**src/rtl/load_data_unit.sv**
```systemverilog
// load_data_unit
// Performs one memory load per accepted start: checks alignment/size, issues a
// word-aligned read, waits for the read strobe (bounded by MAX_WAIT cycles),
// then extracts and sign/zero-extends the addressed byte/halfword/word.
//
// Ports
//   i_clk          clock, all state updates on the rising edge
//   i_reset        synchronous active-high reset
//   i_start        load request, sampled only in IDLE
//   i_addr         byte address of the load
//   i_size         00 word, 01 halfword, 10 byte, 11 illegal
//   i_unsigned_ld  1 = zero-extend, 0 = sign-extend (byte/halfword)
//   i_mem_rdata    memory read word
//   i_mem_ready    memory read-data-valid strobe
//   o_mem_addr     word-aligned memory address, stable during REQ
//   o_mem_rd       memory read request, high exactly while in REQ
//   o_busy         high whenever not in IDLE
//   o_done         one-cycle completion pulse
//   o_err          misalignment, illegal size or timeout; valid with o_done
//   o_load_data    extended load result
module load_data_unit #(
   parameter int unsigned MAX_WAIT = 255
) (
   input  logic        i_clk,
   input  logic        i_reset,
   input  logic        i_start,
   input  logic [31:0] i_addr,
   input  logic [1:0]  i_size,
   input  logic        i_unsigned_ld,
   input  logic [31:0] i_mem_rdata,
   input  logic        i_mem_ready,
   output logic [31:0] o_mem_addr,
   output logic        o_mem_rd,
   output logic        o_busy,
   output logic        o_done,
   output logic        o_err,
   output logic [31:0] o_load_data
);

   localparam int unsigned WaitW = (MAX_WAIT < 2) ? 1 : $clog2(MAX_WAIT + 1);
   // Last REQ cycle: a miss here means the counter reaches MAX_WAIT -> timeout.
   localparam logic [WaitW-1:0] WaitLast = WaitW'(MAX_WAIT - 1);

   typedef enum logic [1:0] {StIdle, StReq, StDone} state_t;

   state_t            r_state;
   logic [WaitW-1:0]  r_wait;
   logic [1:0]        r_offset;
   logic [1:0]        r_size;
   logic              r_unsigned;
   logic [31:0]       r_mem_addr;
   logic              r_mem_rd;
   logic              r_busy;
   logic              r_done;
   logic              r_err;
   logic [31:0]       r_load_data;

   logic              w_illegal;
   logic [7:0]        w_byte;
   logic [15:0]       w_half;
   logic [31:0]       w_extended;

   always_comb begin
      unique case (i_size)
         2'b00:   w_illegal = (i_addr[1:0] != 2'b00);
         2'b01:   w_illegal = i_addr[0];
         2'b10:   w_illegal = 1'b0;
         default: w_illegal = 1'b1;
      endcase
   end

   // Little-endian lane select from the latched offset.
   always_comb begin
      w_byte     = i_mem_rdata[8*r_offset +: 8];
      w_half     = r_offset[1] ? i_mem_rdata[31:16] : i_mem_rdata[15:0];
      w_extended = i_mem_rdata;
      case (r_size)
         2'b01:   w_extended = r_unsigned ? {16'h0000, w_half} : {{16{w_half[15]}}, w_half};
         2'b10:   w_extended = r_unsigned ? {24'h000000, w_byte} : {{24{w_byte[7]}}, w_byte};
         default: w_extended = i_mem_rdata;
      endcase
   end

   always_ff @(posedge i_clk) begin
      if (i_reset) begin
         r_state     <= StIdle;
         r_wait      <= '0;
         r_offset    <= 2'b00;
         r_size      <= 2'b00;
         r_unsigned  <= 1'b0;
         r_mem_addr  <= 32'h0;
         r_mem_rd    <= 1'b0;
         r_busy      <= 1'b0;
         r_done      <= 1'b0;
         r_err       <= 1'b0;
         r_load_data <= 32'h0;
      end else begin
         r_done <= 1'b0;
         case (r_state)
            StIdle: begin
               if (i_start) begin
                  r_offset    <= i_addr[1:0];
                  r_size      <= i_size;
                  r_unsigned  <= i_unsigned_ld;
                  r_wait      <= '0;
                  r_busy      <= 1'b1;
                  r_load_data <= 32'h0;
                  if (w_illegal) begin
                     // Reject without touching memory.
                     r_state <= StDone;
                     r_done  <= 1'b1;
                     r_err   <= 1'b1;
                  end else begin
                     r_state    <= StReq;
                     r_mem_addr <= {i_addr[31:2], 2'b00};
                     r_mem_rd   <= 1'b1;
                     r_err      <= 1'b0;
                  end
               end
            end
            StReq: begin
               if (i_mem_ready) begin
                  // Data wins over a simultaneous timeout.
                  r_state     <= StDone;
                  r_mem_rd    <= 1'b0;
                  r_done      <= 1'b1;
                  r_err       <= 1'b0;
                  r_load_data <= w_extended;
               end else begin
                  r_wait <= r_wait + WaitW'(1);
                  if (r_wait == WaitLast) begin
                     r_state     <= StDone;
                     r_mem_rd    <= 1'b0;
                     r_done      <= 1'b1;
                     r_err       <= 1'b1;
                     r_load_data <= 32'h0;
                  end
               end
            end
            StDone: begin
               r_state <= StIdle;
               r_busy  <= 1'b0;
            end
            default: begin
               r_state  <= StIdle;
               r_mem_rd <= 1'b0;
               r_busy   <= 1'b0;
            end
         endcase
      end
   end

   assign o_mem_addr  = r_mem_addr;
   assign o_mem_rd    = r_mem_rd;
   assign o_busy      = r_busy;
   assign o_done      = r_done;
   assign o_err       = r_err;
   assign o_load_data = r_load_data;

endmodule
```
**config.mk**
```make
export PLATFORM = sky130hd
export DESIGN_NAME = load_data_unit
export DESIGN_NICKNAME = d
export VERILOG_FILES = /design/src/rtl/load_data_unit.sv
export SDC_FILE = /design/constraint.sdc
export NUM_CORES = 1
export LEC_CHECK = 0
export CORE_ASPECT_RATIO = 0.8
export CORE_MARGIN = 3
export CORE_UTILIZATION = 49
export CTS_BUF_LIST = sky130_fd_sc_hd__clkbuf_4 sky130_fd_sc_hd__clkbuf_8
export CTS_CLUSTER_DIAMETER = 200
export DETAILED_ROUTE_END_ITERATION = 8
export PLACE_DENSITY_LB_ADDON = 0.12
export SLEW_MARGIN = 20
export SYNTH_ARGS = -nofsm -noshare
export SYNTH_HDL_FRONTEND = slang
export SYNTH_SLANG_ARGS = --single-unit
```
**constraint.sdc**
```tcl
create_clock -name i_clk -period 3.69 [get_ports i_clk]
set_input_delay 0.738 -clock i_clk [delete_from_list [all_inputs] [get_ports i_clk]]
set_output_delay 0.738 -clock i_clk [all_outputs]
set_load 0.005 [all_outputs]
```
After elaboration in Yosys (flattened, before gate mapping)
Index checks and enable logic that the tools add are counted.
Widths: inputs -> output; s select.
{"block": "word_totals", "regBits": 81, "in_bits": 71, "wordCells": 71}
{"block": "op_classes", "add_sub_neg": 1, "n_eq_ne": 11, "n_shift": 1, "mux": 33, "bitwise": 3, "n_reduce_logical": 11}
{"op": "$mux 32", "n": 5}
{"op": "$pmux 32 s2", "n": 2}
{"op": "$shiftx 32x6->8", "n": 1}
{"op": "$mux 16", "n": 1}
{"op": "$mux 8", "n": 2}
{"op": "$pmux 8 s2", "n": 1}
{"op": "$mux 1", "n": 12}
{"op": "$reduce_and 3->1", "n": 3}
{"op": "$add 8x1->8 const B", "n": 1}
{"op": "$eq 8x8->1 const B", "n": 1}
{"op": "$mux 2", "n": 4}
{"op": "$eq 2x1->1 const B", "n": 3}
{"op": "$eq 2x2->1 const B", "n": 3}
{"op": "$ne 2x2->1 const B", "n": 3}
{"op": "$pmux 1 s2", "n": 3}
{"op": "$pmux 1 s3", "n": 2}
{"op": "$reduce_and 2->1", "n": 3}
{"op": "$logic_not 2->1", "n": 2}
{"op": "$pmux 2 s2", "n": 1}
{"op": "$reduce_and 4->1", "n": 1}
{"op": "$reduce_bool 2->1", "n": 2}
{"op": "$ne 3x3->1 const B", "n": 1}
{"op": "$not 1->1", "n": 3}

Logic depth before layout (Yosys ltp)
Gate-level depths: netlist of run 1.
{"block": "depth", "ltp_word": 5, "ltp_mapped": 8, "depth_no_buf": 6}

Worst setup path before layout of run 1
Ideal clock, no wire load.
{"block": "synth_timing", "kind": "input to register", "startpoint": "input port i_mem_ready", "endpoint": "register r_wait[5]", "setup_ns": 0.070, "arrival_ns": 1.945, "required_time_ns": 3.620, "slack_ns": 1.675, "cell_stages": 5, "path_cell_list": "clkbuf_1 nand2b_1 a21o_1 or4_1 a21oi_1"}
{"block": "synth_via", "elab_chain_cells": 2}
{"element": "start, declared", "line_no": "31", "rtl": "input logic i_mem_ready,"}
{"element": "$ne 2x2->1 (no line)"}
{"element": "$reduce_and 3->1 (no line)"}
{"element": "end signal, assigned", "line_no": "130", "rtl": "r_wait <= r_wait + WaitW'(1);"}
{"element": "end, declared", "line_no": "47", "rtl": "logic [WaitW-1:0] r_wait;"}
No other way between the ends.
A chain may end at the register's enable or synchronous reset.

==> impl_metrics.json, run 1 <==
{
  "number_of_flops_mapped_to_enable_cells_by_yosys": 0,
  "postCtsSetupRepairBufs": 0,
  "drive_gt1_frac": 0.1322,
  "final_tns_setup_ns": 0,
  "ctsHoldBuffers": 0,
  "synth-seq-cells": 81,
  "peakVddDrop_uv": 275.2,
  "r2r_setup_slack_ns": 1.31,
  "syn-instance-count": 404,
  "report.final.setup_viol": 0,
  "clockRootBuffer": "sky130_fd_sc_hd__clkbuf_8",
  "timing.clock.skew_ns": 0.01027,
  "ctsResizeCount": 0,
  "coreArea_sq_um": 7094,
  "period_minus_slack_ns": 2.525,
  "nature_of_the_critical_path_startpoint": "input port",
  "crit_arrival_ns": 2.75,
  "cp_max_stage_delay_ns": 0.83,
  "worst-setup-path-type": "in2reg",
  "grt_max_degree": 63,
  "antenna_cells": 0,
  "layout.cells.most_common_list": "136 x sky130_fd_sc_hd__clkdlybuf4s50_1, 81 x sky130_fd_sc_hd__dfxtp_1, 42 x sky130_fd_sc_hd__nand2_1",
  "crit_slowest_cell": "sky130_fd_sc_hd__clkdlybuf4s50_1",
  "power.total_mw": 1.889,
  "yosysWarningCount": 0,
  "synth_seq_area_share": 0.4407,
  "grt.total_usage": 0.2363,
  "final_hold_violations": 0,
  "via_count_of_the_routed_design": 3530,
  "drv_slew": 0,
  "dieArea_sq_um": 8592,
  "design.final.nets": 593,
  "grt_pass1_vias": 3285,
  "hold-worst-slack_ns": 0.4622,
  "clk_pin_slew_ns": 0.07,
  "post-route-period-util": 0.6843,
  "rsz0062_at_grt": "false",
  "antenna_found_initial": 0,
  "synth_area_per_cell_sq_um": 9.108,
  "count_of_buffers_inserted_at_the_top_level_ports": 136,
  "layout_commonest_cell": "sky130_fd_sc_hd__clkdlybuf4s50_1",
  "wl_per_cell_microns": 16.89,
  "timing.critical_path.cells": "clkdlybuf4s50_1 -> clkinv_1 -> o21ai_2 -> a21oi_2 -> buf_4 -> a221o_1",
  "maxCapViolations": 0,
  "postRouteAntennaNets": 0,
  "gpl.final_weighted_congestion": 0.9095,
  "synthesis.area_sq_um": 3680,
  "tightest_pin_transition_ns": 0.8542,
  "detail_route.wirelength_mm": 10.29,
  "holdCritPathClass": "reg2reg",
  "drt-pass1-iter-count": 5,
  "global_route_wire_length_before_repair_mm": 16.40,
  "critical_path_peak_fanout": 32,
  "critical_path.endpoint_type": "flip-flop",
  "die_height_microns": 83.51,
  "max_freq_mhz": 396.0,
  "cts-buffers-inserted": 9,
  "outcome": "finished, final reports clean",
  "cts.sinks": 81,
  "dominantRegCellSynth": "sky130_fd_sc_hd__dfxtp_1",
  "post_drt_via_cell_ratio": 5.796,
  "synth.distinct_cells": 47,
  "die_w_microns": 102.9,
  "htree_num_levels": 3,
  "drt-initial-drc-count": 228,
  "drcViolationCount": 0,
  "lkg_pwr_nw": 1.959,
  "num_rows": 27,
  "pin_count": 139,
  "power-per-cell-area_nw_per_um2": 361.1,
  "tritoncts": "done",
  "start_util": 0.5187,
  "worst_skew_pair.late_latency_ns": 0.35,
  "max-clock-path-buffers": 2,
  "maxSlewHeadroom": 0.4305,
  "cp.required_ns": 3.92,
  "place.detailed.hpwl_mm": 7.555,
  "share_of_synthesized_flip_flops_with_an_asynchronous_set_or_reset": 0,
  "overflow": 0,
  "layout_area_overhead_pct": 42.16
}
## metrics by stage
stage / worst slack [ns] / utilization / cell area (sq um) / std cells
6_report: 1.165 / 0.7374 / 5231 / 609
2_1_floorplan: 1.675 / - / 3684 / 405
3_5_place_dp: 0.8017 / 0.7108 / 5042 / 594
3_3_place_gp: 0.9278 / 0.7108 / 5042 / 594
5_1_grt: 0.9837 / 0.7374 / 5231 / 609
4_1_cts: 1.185 / 0.7374 / 5231 / 609
## cell type report
class	instances	area (sq um)
fill	552	1863
multi-input combinational	266	1834
clock buffer	10	131.4
tap	87	108.9
inverter	17	63.81
sequential	81	1622
timing repair buffer	143	1414
clock inverter	5	57.56
## per-layer routing
metal | share of wire | vias to the layer above | GRT usage | wire length [microns]
met4 | 0.013 | 0 | 0.05765 | 133
met2 | 0.46 | 165 | 0.3564 | 4716
met5 | 0 | - | 0 | 0
met1 | 0.42 | 1635 | 0.3164 | 4344
li1 | - | 1719 | - | -
met3 | 0.11 | 11 | 0.09273 | 1090
## cell usage after synthesis (all sizes together) (2+ instances only)
cell type  number  area [sq um]
a2111oi         2         36.29
a211oi          5         37.54
a21o           10         75.07
a21oi          41         205.2
a221o          17         170.2
a221oi         15         131.4
a31o           30         262.8
a31oi           7         50.05
and2            2         12.51
buf            18         100.1
clkbuf         23         86.33
dfxtp          81          1622
ha              4         50.05
inv            17         63.81
mux2            9         101.4
nand2          43         163.9
nand2b         10         62.56
nand3           4         25.02
nand4           3         18.77
nor2           17         63.81
nor2b           2         12.51
nor3            2         10.01
nor3b           2         15.01
o21ai          12         63.81
o21bai          2         15.01
o2bb2ai         7         61.31
o31ai           4         30.03
or4             3         22.52
xnor2           3         26.28
## power breakdown
group | leakage (nW) | internal, mW | switching [mW] | total (mW)
clock | 0.0878 | 0.315 | 0.310 | 0.625
sequential | 0.657 | 0.905 | 0.0247 | 0.930
combinational | 1.21 | 0.175 | 0.159 | 0.334
## cells by family (layout without fill, tap and decap cells)
| logic type | after synthesis | in the layout | synth area share |
|---|---|---|---|
| compound gates | 157 | 157 | 0.3213 |
| simple gates | 90 | 90 | 0.1146 |
| flops | 81 | 81 | 0.4407 |
| buf+inv | 58 | 175 | 0.06800 |
| mux | 10 | 10 | 0.03366 |
| fa+ha+maj | 4 | 4 | 0.01360 |
| xor+xnor | 3 | 3 | 0.007142 |
| other cells | 1 | 2 | 0.001019 |
## path summary, 6_finish.rpt
check,depth (start not counted),endpoint,from
worst max-delay path,6,o_load_data[23],i_reset
worst min-delay path,1,o_load_data[13],o_load_data[13]
worst max register to register,6,o_load_data[23],r_size[0]
worst min register to register,1,o_load_data[13],o_load_data[13]
## worst max-delay path: cells and delay by family
| kind | cells | cell delay (ns) |
|---|---|---|
| buffers and inverters | 3 | 1.36 |
| AO/OA/AOI/OAI | 3 | 0.65 |
## registers in the layout (all words and copies together), names as in the netlist, 2 cells and up
| register | flops |
|---|---|
| r_state | 2 |
| r_offset | 2 |
| o_load_data | 32 |
| r_wait | 8 |
| o_mem_addr | 30 |
| r_size | 2 |
Note: power is estimated with default switching activity, not from simulation.
==> run 2: changes to the inputs <==
- CORE_UTILIZATION: 49 -> 46
- clock period: 3.69 -> 2.35 ns (I/O delays scaled with it)
==> impl_metrics.json, run 2 (synthesis gave the netlist of run 1 again) <==
{
  "outcome": "finished, final reports clean",
  "grt.total_usage": 0.2394,
  "finish.utilization": 0.7146,
  "rsz0062_at_grt": "false",
  "max-clock-path-buffers": 2,
  "global_route_wire_length_before_repair_mm": 17.62,
  "cts-buffers-inserted": 9,
  "detail_route.wirelength_mm": 10.84,
  "hold-worst-slack_ns": 0.4637,
  "maxCapViolations": 0,
  "worst_skew_pair.late_latency_ns": 0.35,
  "critical_path.endpoint_type": "flip-flop",
  "final_tns_setup_ns": 0,
  "largest_reg_flops": 32,
  "maxSlewHeadroom": 0.4084,
  "drt-pass1-iter-count": 4,
  "die_height_microns": 86.00,
  "ctsResizeCount": 0,
  "layout_commonest_cell": "sky130_fd_sc_hd__clkdlybuf4s50_1",
  "post-route-period-util": 0.9278,
  "period_minus_slack_ns": 2.180,
  "postRouteAntennaNets": 0,
  "tritoncts": "done",
  "filler_cell_count": 606,
  "antenna_cells": 0,
  "grt_pass1_vias": 3597,
  "tightest_pin_transition_ns": 0.8874,
  "critical_path.n_buffers_inverters": 0,
  "holdCritPathClass": "reg2reg",
  "drcViolationCount": 0,
  "cts.sinks": 81,
  "power-per-cell-area_nw_per_um2": 567.9,
  "antenna_found_initial": 0,
  "pin_count": 139,
  "final_hold_violations": 0,
  "dieArea_sq_um": 9115,
  "max_freq_mhz": 458.7,
  "peakVddDrop_uv": 387.6,
  "die_w_microns": 106.0,
  "coreArea_sq_um": 7567,
  "drt-initial-drc-count": 243,
  "critical_path_peak_fanout": 16,
  "cp.required_ns": 2.65,
  "cp_max_stage_delay_ns": 0.86,
  "wl_per_cell_microns": 16.86,
  "drv_slew": 0,
  "ctsHoldBuffers": 0,
  "layout.cells.most_common_list": "136 x sky130_fd_sc_hd__clkdlybuf4s50_1, 81 x sky130_fd_sc_hd__dfxtp_1, 42 x sky130_fd_sc_hd__nand2_1",
  "htree_num_levels": 3,
  "lkg_pwr_nw": 2.049,
  "count_of_buffers_inserted_at_the_top_level_ports": 136,
  "report.final.setup_viol": 0,
  "num_rows": 28,
  "multi_input_area_sq_um": 1834,
  "drive_gt1_frac": 0.1580,
  "post_drt_via_cell_ratio": 5.675,
  "timing.clock.skew_ns": 0.008369,
  "worst-setup-path-type": "reg2reg",
  "postCtsSetupRepairBufs": 0,
  "nature_of_the_critical_path_startpoint": "flip-flop",
  "grt_max_degree": 63,
  "clockRootBuffer": "sky130_fd_sc_hd__clkbuf_8",
  "design.final.nets": 608,
  "crit_arrival_ns": 2.48,
  "gpl.final_weighted_congestion": 0.8805,
  "start_util": 0.4863,
  "layout.area.seq_sq_um": 1622,
  "clk_pin_slew_ns": 0.08,
  "overflow": 0,
  "timing.critical_path.cells": "mux4_2 -> nand2_2 -> a2111oi_4 -> a221o_1",
  "layout_area_overhead_pct": 46.96,
  "crit_slowest_cell": "sky130_fd_sc_hd__a2111oi_4",
  "via_count_of_the_routed_design": 3649,
  "family_of_cells_with_the_greatest_summed_delay_on_the_critical_path": "compound AO/OA/AOI/OAI gates",
  "place.detailed.hpwl_mm": 8.039
}
[run 2: cell count changes in the layout (fill, tap and decap cells not counted)]
cell | before | now
sky130_fd_sc_hd__buf_12 | 0 | 2
sky130_fd_sc_hd__buf_4 | 7 | 20
sky130_fd_sc_hd__clkbuf_4 | 1 | 2
sky130_fd_sc_hd__clkbuf_8 | 9 | 10
sky130_fd_sc_hd__clkinv_2 | 1 | 0
[run 2: power breakdown]
| group | switching, mW | internal [mW] | total, mW |
|---|---|---|---|
| Combinational | 0.265 | 0.304 | 0.569 |
| Sequential | 0.0341 | 1.42 | 1.46 |
| Clock | 0.503 | 0.544 | 1.05 |
| Total | 0.802 | 2.27 | 3.07 |
[run 2: layout make-up]
class | instances | area share
tap | 105 | 0.02429
clock inverter | 4 | 0.009718
sequential | 81 | 0.2999
multi-input combinational | 266 | 0.3392
clock buffer | 12 | 0.02823
inverter | 17 | 0.01180
timing repair buffer | 158 | 0.2869
[run 2: path summary, 6_finish.rpt]
kind | startpoint | to | slack, ns | cells after the start
worst max-delay path | r_offset[0] | o_load_data[19] | 0.17 | 4
worst min-delay path | o_load_data[15] | o_load_data[15] | 0.46 | 1
worst max register to register | r_offset[0] | o_load_data[19] | 0.17 | 4
worst min register to register | o_load_data[15] | o_load_data[15] | 0.46 | 1
[run 2: per-stage QoR]
stage / instances / setup WS, ns / area, sq um / total power, mW
2_1_floorplan: 405 / 0.5946 / 3684 / 1.740
3_3_place_gp: 627 / -0.08759 / 5202 / 2.043
3_5_place_dp: 627 / -0.1727 / 5202 / 2.051
4_1_cts: 643 / 0.2040 / 5408 / 3.088
5_1_grt: 643 / 0.03480 / 5408 / 3.202
6_report: 643 / 0.1698 / 5408 / 3.071
[run 2: worst reg2reg max path, cell delays in order (launching register included)]
cell and delay, ns:
sky130_fd_sc_hd__dfxtp_1 0.58, sky130_fd_sc_hd__mux4_2 0.38, sky130_fd_sc_hd__nand2_2 0.09, sky130_fd_sc_hd__a2111oi_4 0.86, sky130_fd_sc_hd__a221o_1 0.22
[run 2: metal layers]
metal	routed length, microns	part of all wire	GRT usage
met2	4901	0.45	0.3825
met4	201	0.019	0.08353
met1	4693	0.43	0.3008
met3	1042	0.096	0.08653
met5	0	0	0
